File: src/rtl/maxpool_sequencer_pkg.sv
// rtl/maxpool_sequencer_pkg.sv - shared FP32 types, constants and pooling FSM states
package tpu_fp_pkg;

  typedef struct packed {
    logic        sign;
    logic [7:0]  exp;
    logic [22:0] mant;
  } fp32_t;

  localparam logic [31:0] FP32_CANON_NAN = 32'h7FC0_0000;
  localparam logic [7:0]  FP32_EXP_MAX   = 8'hFF;

  typedef enum logic [1:0] {
    IDLE  = 2'd0,
    ACCUM = 2'd1,
    DONE  = 2'd2
  } maxpool_state_e;

endpackage

File: src/rtl/maxpool_sequencer_if.sv
// rtl/maxpool_sequencer_if.sv - operand/result stream bundle for the max-pool sequencer
interface maxpool_sequencer_if #(
  parameter int MAX_WINDOW = 16
);
  localparam int LEN_W = $clog2(MAX_WINDOW + 1);

  logic [LEN_W-1:0] cfg_len;
  logic             in_valid;
  logic             in_ready;
  logic [31:0]      in_data;
  logic             out_valid;
  logic             out_ready;
  logic [31:0]      out_data;
  logic             busy;
  logic [15:0]      win_count;

  modport master (
    output cfg_len, in_valid, in_data, out_ready,
    input  in_ready, out_valid, out_data, busy, win_count
  );

  modport slave (
    input  cfg_len, in_valid, in_data, out_ready,
    output in_ready, out_valid, out_data, busy, win_count
  );

endinterface

File: src/rtl/maxpool_sequencer_fp32_max_cmp.sv
// rtl/maxpool_sequencer_fp32_max_cmp.sv - combinational FP32 max on raw bits (ties keep a)
module fp32_max_cmp
  import tpu_fp_pkg::*;
(
  input  fp32_t a,
  input  fp32_t b,
  output fp32_t y,
  output logic  is_nan_b
);

  logic [30:0] magA;
  logic [30:0] magB;

  assign magA = {a.exp, a.mant};
  assign magB = {b.exp, b.mant};

  // Strict compares so bit-identical operands fall through to a.
  always_comb begin
    y = a;
    if (a.sign != b.sign) begin
      y = a.sign ? b : a;
    end else if (!a.sign) begin
      y = (magB > magA) ? b : a;
    end else begin
      y = (magB < magA) ? b : a;
    end
  end

  assign is_nan_b = (b.exp == FP32_EXP_MAX) && (b.mant != 23'd0);

endmodule

File: src/rtl/maxpool_sequencer.sv
// rtl/maxpool_sequencer.sv - streaming FP32 max-pool window reducer
// Optional NaN propagation: MAXPOOL_NAN_PROPAGATE_EN
module maxpool_sequencer
  import tpu_fp_pkg::*;
#(
  parameter int MAX_WINDOW = 16
) (
  input  logic                clk,
  input  logic                rst_n,
  maxpool_sequencer_if.slave  bus
);

  localparam int LEN_W = $clog2(MAX_WINDOW + 1);

  localparam logic [1:0] ST_IDLE  = IDLE;
  localparam logic [1:0] ST_ACCUM = ACCUM;
  localparam logic [1:0] ST_DONE  = DONE;

  logic [1:0]       stateQ;
  fp32_t            accQ;
  logic [LEN_W-1:0] cntQ;
  logic [LEN_W-1:0] lenQ;
  logic [LEN_W-1:0] lenEff;
  logic [15:0]      winCountQ;
  fp32_t            cmpY;
  logic             nanB;
  logic             beat;
  logic             take;

  fp32_max_cmp u_cmp (
    .a        (accQ),
    .b        (fp32_t'(bus.in_data)),
    .y        (cmpY),
    .is_nan_b (nanB)
  );

  always_comb begin
    lenEff = bus.cfg_len;
    if (bus.cfg_len == '0) begin
      lenEff = LEN_W'(1);
    end else if (bus.cfg_len > LEN_W'(MAX_WINDOW)) begin
      lenEff = LEN_W'(MAX_WINDOW);
    end
  end

  // In DONE the next operand can only enter alongside the result leaving.
  assign bus.in_ready  = rst_n && ((stateQ == ST_DONE) ? bus.out_ready : 1'b1);
  assign beat          = bus.in_valid && bus.in_ready;
  assign take          = (stateQ == ST_DONE) && bus.out_ready;
  assign bus.out_valid = (stateQ == ST_DONE);
  assign bus.busy      = (stateQ == ST_ACCUM);
  assign bus.win_count = winCountQ;

  always_ff @(posedge clk) begin
    if (!rst_n) begin
      stateQ    <= ST_IDLE;
      accQ      <= '0;
      cntQ      <= '0;
      lenQ      <= '0;
      winCountQ <= '0;
    end else begin
      if (take) begin
        winCountQ <= winCountQ + 16'd1;
      end
      case (stateQ)
        ST_IDLE, ST_DONE: begin
          if (beat) begin
            accQ   <= fp32_t'(bus.in_data);
            cntQ   <= LEN_W'(1);
            lenQ   <= lenEff;
            stateQ <= (lenEff == LEN_W'(1)) ? ST_DONE : ST_ACCUM;
          end else if (take) begin
            stateQ <= ST_IDLE;
          end
        end
        ST_ACCUM: begin
          if (beat) begin
            accQ <= cmpY;
            cntQ <= cntQ + LEN_W'(1);
            if ((cntQ + LEN_W'(1)) == lenQ) begin
              stateQ <= ST_DONE;
            end
          end
        end
        default: stateQ <= ST_IDLE;
      endcase
    end
  end

`ifdef MAXPOOL_NAN_PROPAGATE_EN
  logic nanSeenQ;

  // A window's first beat restarts the flag; later beats only accumulate it.
  always_ff @(posedge clk) begin
    if (!rst_n) begin
      nanSeenQ <= 1'b0;
    end else if (beat) begin
      nanSeenQ <= (stateQ == ST_ACCUM) ? (nanSeenQ | nanB) : nanB;
    end
  end

  assign bus.out_data = nanSeenQ ? FP32_CANON_NAN : accQ;
`else
  logic unusedNanB;
  assign unusedNanB   = nanB;
  assign bus.out_data = accQ;
`endif

endmodule

File: src/flat_wrapper.sv
// flat-port wrapper written by rule: the top's interface ports become plain ports
module maxpool_sequencer_flat import tpu_fp_pkg::*;
#(
  parameter int MAX_WINDOW = 16
)
  (clk, rst_n, bus_cfg_len, bus_in_valid, bus_in_data, bus_out_ready, bus_in_ready, bus_out_valid, bus_out_data, bus_busy, bus_win_count);
  maxpool_sequencer_if #(.MAX_WINDOW(MAX_WINDOW)) bus_i ();
  input  logic clk;
  input  logic rst_n;
  input wire logic [$bits(bus_i.cfg_len)-1:0] bus_cfg_len;
  input wire logic [$bits(bus_i.in_valid)-1:0] bus_in_valid;
  input wire logic [$bits(bus_i.in_data)-1:0] bus_in_data;
  input wire logic [$bits(bus_i.out_ready)-1:0] bus_out_ready;
  output wire logic [$bits(bus_i.in_ready)-1:0] bus_in_ready;
  output wire logic [$bits(bus_i.out_valid)-1:0] bus_out_valid;
  output wire logic [$bits(bus_i.out_data)-1:0] bus_out_data;
  output wire logic [$bits(bus_i.busy)-1:0] bus_busy;
  output wire logic [$bits(bus_i.win_count)-1:0] bus_win_count;
  assign bus_i.cfg_len = bus_cfg_len;
  assign bus_i.in_valid = bus_in_valid;
  assign bus_i.in_data = bus_in_data;
  assign bus_i.out_ready = bus_out_ready;
  assign bus_in_ready = bus_i.in_ready;
  assign bus_out_valid = bus_i.out_valid;
  assign bus_out_data = bus_i.out_data;
  assign bus_busy = bus_i.busy;
  assign bus_win_count = bus_i.win_count;
  maxpool_sequencer #(.MAX_WINDOW(MAX_WINDOW)) u_core (.clk(clk), .rst_n(rst_n), .bus(bus_i));
endmodule
File: config.mk
export PLATFORM = sky130hd
export DESIGN_NAME = maxpool_sequencer_flat
export DESIGN_NICKNAME = d
export VERILOG_FILES = /design/src/rtl/maxpool_sequencer_pkg.sv /design/src/rtl/maxpool_sequencer_if.sv /design/src/rtl/maxpool_sequencer_fp32_max_cmp.sv /design/src/rtl/maxpool_sequencer.sv /design/src/flat_wrapper.sv
export SDC_FILE = /design/constraint.sdc
export NUM_CORES = 1
export LEC_CHECK = 0
export CORE_ASPECT_RATIO = 1.75
export CORE_MARGIN = 10
export CORE_UTILIZATION = 45
export DETAILED_ROUTE_END_ITERATION = 8
export PLACE_DENSITY = 0.75
export SYNTH_ARGS = -nofsm -noshare
export SYNTH_HDL_FRONTEND = slang
export SYNTH_SLANG_ARGS = --single-unit
export TNS_END_PERCENT = 50
File: constraint.sdc
create_clock -name clk -period 8 [get_ports clk]
set_input_delay 2 -clock clk [delete_from_list [all_inputs] [get_ports clk]]
set_output_delay 2 -clock clk [all_outputs]
set_load 0.02 [all_outputs]
==> results of run 1 <==
per-stage QoR:
| stage | total power [W] | util, % | hold slack (ps) |
|---|---|---|---|
| floorplan | 0.000473 | - | 443 |
| global placement | 0.000561 | 58.7 | 452 |
| detailed placement | 0.000566 | 58.7 | 458 |
| CTS | 0.000999 | 63.1 | 465 |
| global route | 0.00104 | 63.1 | 484 |
| finish | 0.000990 | 63.1 | 460 |
where the power goes:
| part | total [W] | leakage, nW | internal [W] | switching [W] |
|---|---|---|---|---|
| clock | 0.000430 | 0.169 | 0.000297 | 0.000134 |
| sequential | 0.000344 | 0.491 | 0.000322 | 0.0000219 |
| combinational | 0.000215 | 1.27 | 0.000102 | 0.000114 |
critical path, stage by stage:
cell and delay (ps):
buf_2 770, and2_1 240, clkdlybuf4s50_1 600
cell families (layout without fill, tap and decap cells):
| group | count (synthesis) | after routing | share of synthesized area [%] |
|---|---|---|---|
| AO/OA/AOI/OAI | 116 | 116 | 21.1 |
| XOR/XNOR | 19 | 19 | 4.68 |
| adder cells (fa/ha/maj) | 34 | 34 | 12.0 |
| buffers and inverters | 60 | 142 | 6.96 |
| flip-flops | 60 | 60 | 33.8 |
| multiplexers | 4 | 4 | 1.16 |
| AND/OR/NAND/NOR | 139 | 139 | 20.4 |
layout by cell type (no fill, tap or decap), types with 5 or more instances in the layout:
master,instances
a21boi_1,5
a21oi_1,14
and2_1,18
and3_1,5
clkbuf_16,9
clkdlybuf4s50_1,90
dfxtp_1,60
ha_1,34
inv_1,32
nand2_1,51
nand3_1,11
nand4_1,8
nor2_1,9
nor2b_1,12
nor3_1,5
o21ai_0,9
o21ai_1,33
o31ai_1,32
xnor2_1,13
xor2_1,6
metal layers:
layer	vias to the layer above	GRT usage [%]	share of wire (%)
li1	1684	-	-
met1	1540	17.5	39
met2	96	28.5	52
met3	21	4.91	6.2
met4	0	8.90	2.6
met5	-	0	0
sequential cells by signal, summed over array words and instances (netlist names):
signal	count
u_core.stateQ	2
u_core.cntQ	5
u_core.bus.win_count	16
u_core.lenQ	5
u_core.bus.out_data	32
area by class of cell:
cell class	instances	area, um2
clock buffers	12	267
clock inverters	4	70.1
fillers	673	2810
inverters	33	124
multi-input cells	312	2120
flip-flops and latches	60	1200
well taps	88	110
repair buffers	93	921
path summary, 6_finish.rpt:
kind / start / end / slack [ps] / depth (start not counted)
worst max-delay path: rst_n / bus_in_ready / 2390 / 3
worst min-delay path: u_core.lenQ[3] / u_core.lenQ[3] / 460 / 2
worst max register to register: u_core.bus.out_data[29] / u_core.bus.out_data[0] / 4290 / 9
worst min register to register: u_core.lenQ[3] / u_core.lenQ[3] / 460 / 2
==> results_dict.tcl, run 1 <==
set metrics [dict create \
    outcome "completed" \
    setup_viol_count_final 0 \
    grt_overflow 0 \
    p_leak_nw 1.93 \
    worst_pin_slew_ps 1260 \
    routed_wl_um 9730 \
    core_area_mm2 0.00762 \
    h-tree-depth 3 \
    globalplace.congestion 0.821 \
    maxCapViolations 0 \
    io_pins 92 \
    dp_slack_ps 2280 \
    die_w_um 87.2 \
    antenna_found_initial 0 \
    final_layout_size_suffix_gt1_share_pct 5.06 \
    yosysSeqAreaShare_pct 33.8 \
    insertion_delay_ps 330 \
    port_buffers 91 \
    synth-warning-count 0 \
    syn_avg_cell_area_um2 8.24 \
    avgViaCountPerCell 5.55 \
    synth_top_cell_by_area "dfxtp_1" \
    nets 584 \
    yosysMostFrequentCell "dfxtp_1" \
    clock_path_buffers 2 \
    critPathMaxFanout 63 \
    start_util_pct 46.7 \
    peakVddDrop_v 0.000128 \
    ctsHoldBuffers 0 \
    fin_skew_ps 4.95 \
    antenna_left 0 \
    drv_slew 0 \
    grt_pass1_wl_um 16100 \
    cp-start-kind "input port" \
    hold_violations 0 \
    post_cts_resized 0 \
    worstPathArrival_ps 3610 \
    setup_ws_ps 2390 \
    die_y_um 138 \
    p_per_area_mw_per_mm2 206 \
    stdcell_count 602 \
    dr_total_vias 3341 \
    postCtsSetupRepairBufs 0 \
    netlist-cell-type-count 48 \
    cp.required_ps 6000 \
    dieArea_mm2 0.0120 \
    diodes 0 \
    postSynthNetCount 507 \
    ys_top_cells_by_count "dfxtp_1, nand2_1, ha_1" \
    row_count 42 \
    drt_iter0_markers 166 \
    timing.final.crit_share_pct 70.2 \
    clk_pin_slew_ps 50 \
    hold_class "register to register" \
    synth_ff_type "dfxtp_1" \
    synth_edf_count 0 \
    synth-seq-cells 60 \
    first_pass_iters 5 \
    cts_tree "built" \
    relSlewSlack_pct 16.0 \
    period_needed_ps 5610 \
    synth_area_leaders "dfxtp_1, ha_1, o31ai_1" \
    area_growth_pct 35.2 \
    design_area_mm2 0.00481 \
    rsz0062_at_grt "false" \
    cts.sink_count 60 \
    synth.cell_area_mm2 0.00356 \
    cts_buffers 9 \
    drcViolationCount 0 \
    grt_max_degree 64 \
    grt_pass1_vias 3363 \
    track_usage_pct 16.5 \
    cp-end-kind "output port" \
    cts-root-buf "clkbuf_16" \
    synth_top_area_share_pct 33.8 \
    placedCellCount 586 \
    setup-tns-final_ps 0 \
    syn_inst 432 \
    dpl.hpwl_um 7050 \
    fmax_mhz 178 \
    synthArstFlopShare_pct 0 \
    path_class "input port to output port" \
    wl_per_cell_um 16.2 \
    placed_area_mm2 0.00447 \
]
No activity file was read; power rests on OpenSTA's default activity.
==> run 2, diff against run 1 <==
- clock period: 8 -> 5.88 ns (I/O delays scaled with it)
==> run 2 against run 1 <==
  * First-iteration DRC count shrank 16%
  * Hold slack gained 3.5 ps
  * Combinational power grew 39%
  * Die area is the same
  * Register-to-register slack lost 1200 ps
  * Largest cell class unchanged
==> results_dict.tcl, run 2 (same netlist as run 1, synthesis figures left out) <==
set metrics [dict create \
    avgViaCountPerCell 5.61 \
    core_area_mm2 0.00762 \
    grt_pass1_vias 3482 \
    cp-end-kind "output port" \
    critPathTopFamily "buffers and inverters" \
    h-tree-depth 3 \
    io_pins 92 \
    mostFrequentLayoutCell "clkdlybuf4s50_1" \
    seqPwrFrac_pct 35.3 \
    die_w_um 87.2 \
    cp_num_buf_inv 3 \
    start_util_pct 46.7 \
    dieArea_mm2 0.0120 \
    outcome "completed" \
    switchingPower_w 0.000373 \
    dpl.hpwl_um 7290 \
    insertion_delay_ps 330 \
    ctsHoldBuffers 0 \
    critPathMaxStageDelay_ps 590 \
    cp_cell_sequence "clkdlybuf4s50_1, inv_1, nand2_1, and2_1, clkdlybuf4s50_1" \
    final_layout_size_suffix_gt1_share_pct 5.23 \
    grt_max_degree 63 \
    critPathMaxFanout 4 \
    placedCellCount 588 \
    cts_tree "built" \
    cts-root-buf "clkbuf_16" \
    peakVddDrop_v 0.000192 \
    die_y_um 138 \
    antenna_found_initial 0 \
    clk_pin_slew_ps 50 \
    setup-tns-final_ps 0 \
    first_pass_iters 4 \
    relSlewSlack_pct 51.4 \
    clock_path_buffers 2 \
    worstPathArrival_ps 2890 \
    drv_slew 0 \
    rsz0062_at_grt "false" \
    area_growth_pct 35.1 \
    cpMostUsedCell "clkdlybuf4s50_1" \
    setup_viol_count_final 0 \
    largest_reg_flops 32 \
    period_needed_ps 4360 \
    p_per_area_mw_per_mm2 275 \
    drcViolationCount 0 \
    track_usage_pct 16.9 \
    layout_common_cells "clkdlybuf4s50_1, dfxtp_1, nand2_1" \
    fin_skew_ps 5.57 \
    nets 586 \
    worst_pin_slew_ps 728 \
    clkPwrFrac_pct 42.2 \
    fmax_mhz 230 \
    timing.final.crit_share_pct 74.1 \
    pwr-share-comb_pct 22.6 \
    p_leak_nw 1.92 \
    crit_slowest_cell "clkdlybuf4s50_1" \
    maxCapViolations 0 \
    port_buffers 91 \
    grt_overflow 0 \
    row_count 42 \
    hold_violations 0 \
    diodes 0 \
    path_class "input port to output port" \
    placed_area_mm2 0.00449 \
    stdcell_count 604 \
    antenna_left 0 \
    grt_pass1_wl_um 16500 \
    wl_per_cell_um 16.5 \
    cp.required_ps 4410 \
    globalplace.congestion 0.839 \
    design_area_mm2 0.00481 \
    routed_wl_um 9960 \
    netSwitchingFraction_pct 28.2 \
    cts.sink_count 60 \
    post-route-util_pct 63.1 \
    p_int_w 0.000949 \
    hold_class "register to register" \
    post_cts_resized 0 \
    cts_buffers 9 \
    cp-start-kind "input port" \
    postCtsSetupRepairBufs 0 \
    hold_slack_ps 463 \
    drt_iter0_markers 140 \
    dr_total_vias 3387 \
]
==> run 2: worst paths after layout <==
| path | from | to | slack (ps) | cells past startpoint |
|---|---|---|---|---|
| setup / recovery | bus_out_ready | bus_in_ready | 1520 | 5 |
| hold / removal | u_core.lenQ[1] | u_core.lenQ[1] | 460 | 2 |
| setup reg to reg | u_core.bus.out_data[29] | u_core.bus.out_data[0] | 3090 | 9 |
| hold reg to reg | u_core.lenQ[1] | u_core.lenQ[1] | 460 | 2 |
==> run 2: worst reg2reg max path, stage by stage (launching register included) <==
cell,delay [ps]
dfxtp_1,350
inv_1,60
ha_1,290
nand3_1,150
or4_4,600
a2bb2oi_1,170
a31oi_1,260
nor4_2,100
or3_4,520
mux2i_1,180
==> run 2: layout make-up <==
cell class	count	area, um2
multi-input cells	312	2120
well taps	88	110
clock buffers	10	229
flip-flops and latches	60	1200
inverters	33	124
clock inverters	6	88.8
fillers	658	2810
repair buffers	95	936
==> run 2: per-layer routing <==
layer	share of wire [%]	GRT usage (%)	up-vias
met5	0	0	-
met4	1.9	7.21	0
met3	6.5	6.09	16
met2	53	30.3	97
met1	38	17.0	1586
li1	-	-	1688
==> run 2: power groups by stage <==
stage          Combinational, W  Sequential (W)  Clock (W)
2_1_floorplan          0.000142        0.000502          0
3_3_place_gp           0.000291        0.000474          0
3_5_place_dp           0.000298        0.000475          0
4_1_cts                0.000302        0.000467   0.000566
5_1_grt                0.000332        0.000471   0.000585
6_report               0.000298        0.000467   0.000557
==> run 2: stage by stage <==
step / power, W / worst slack [ps]
after global routing: 0.00139 / 1440
after floorplan: 0.000644 / 2250
final: 0.00132 / 1520
after detailed placement: 0.000773 / 1520
after global placement: 0.000766 / 1540
after CTS: 0.00133 / 1510
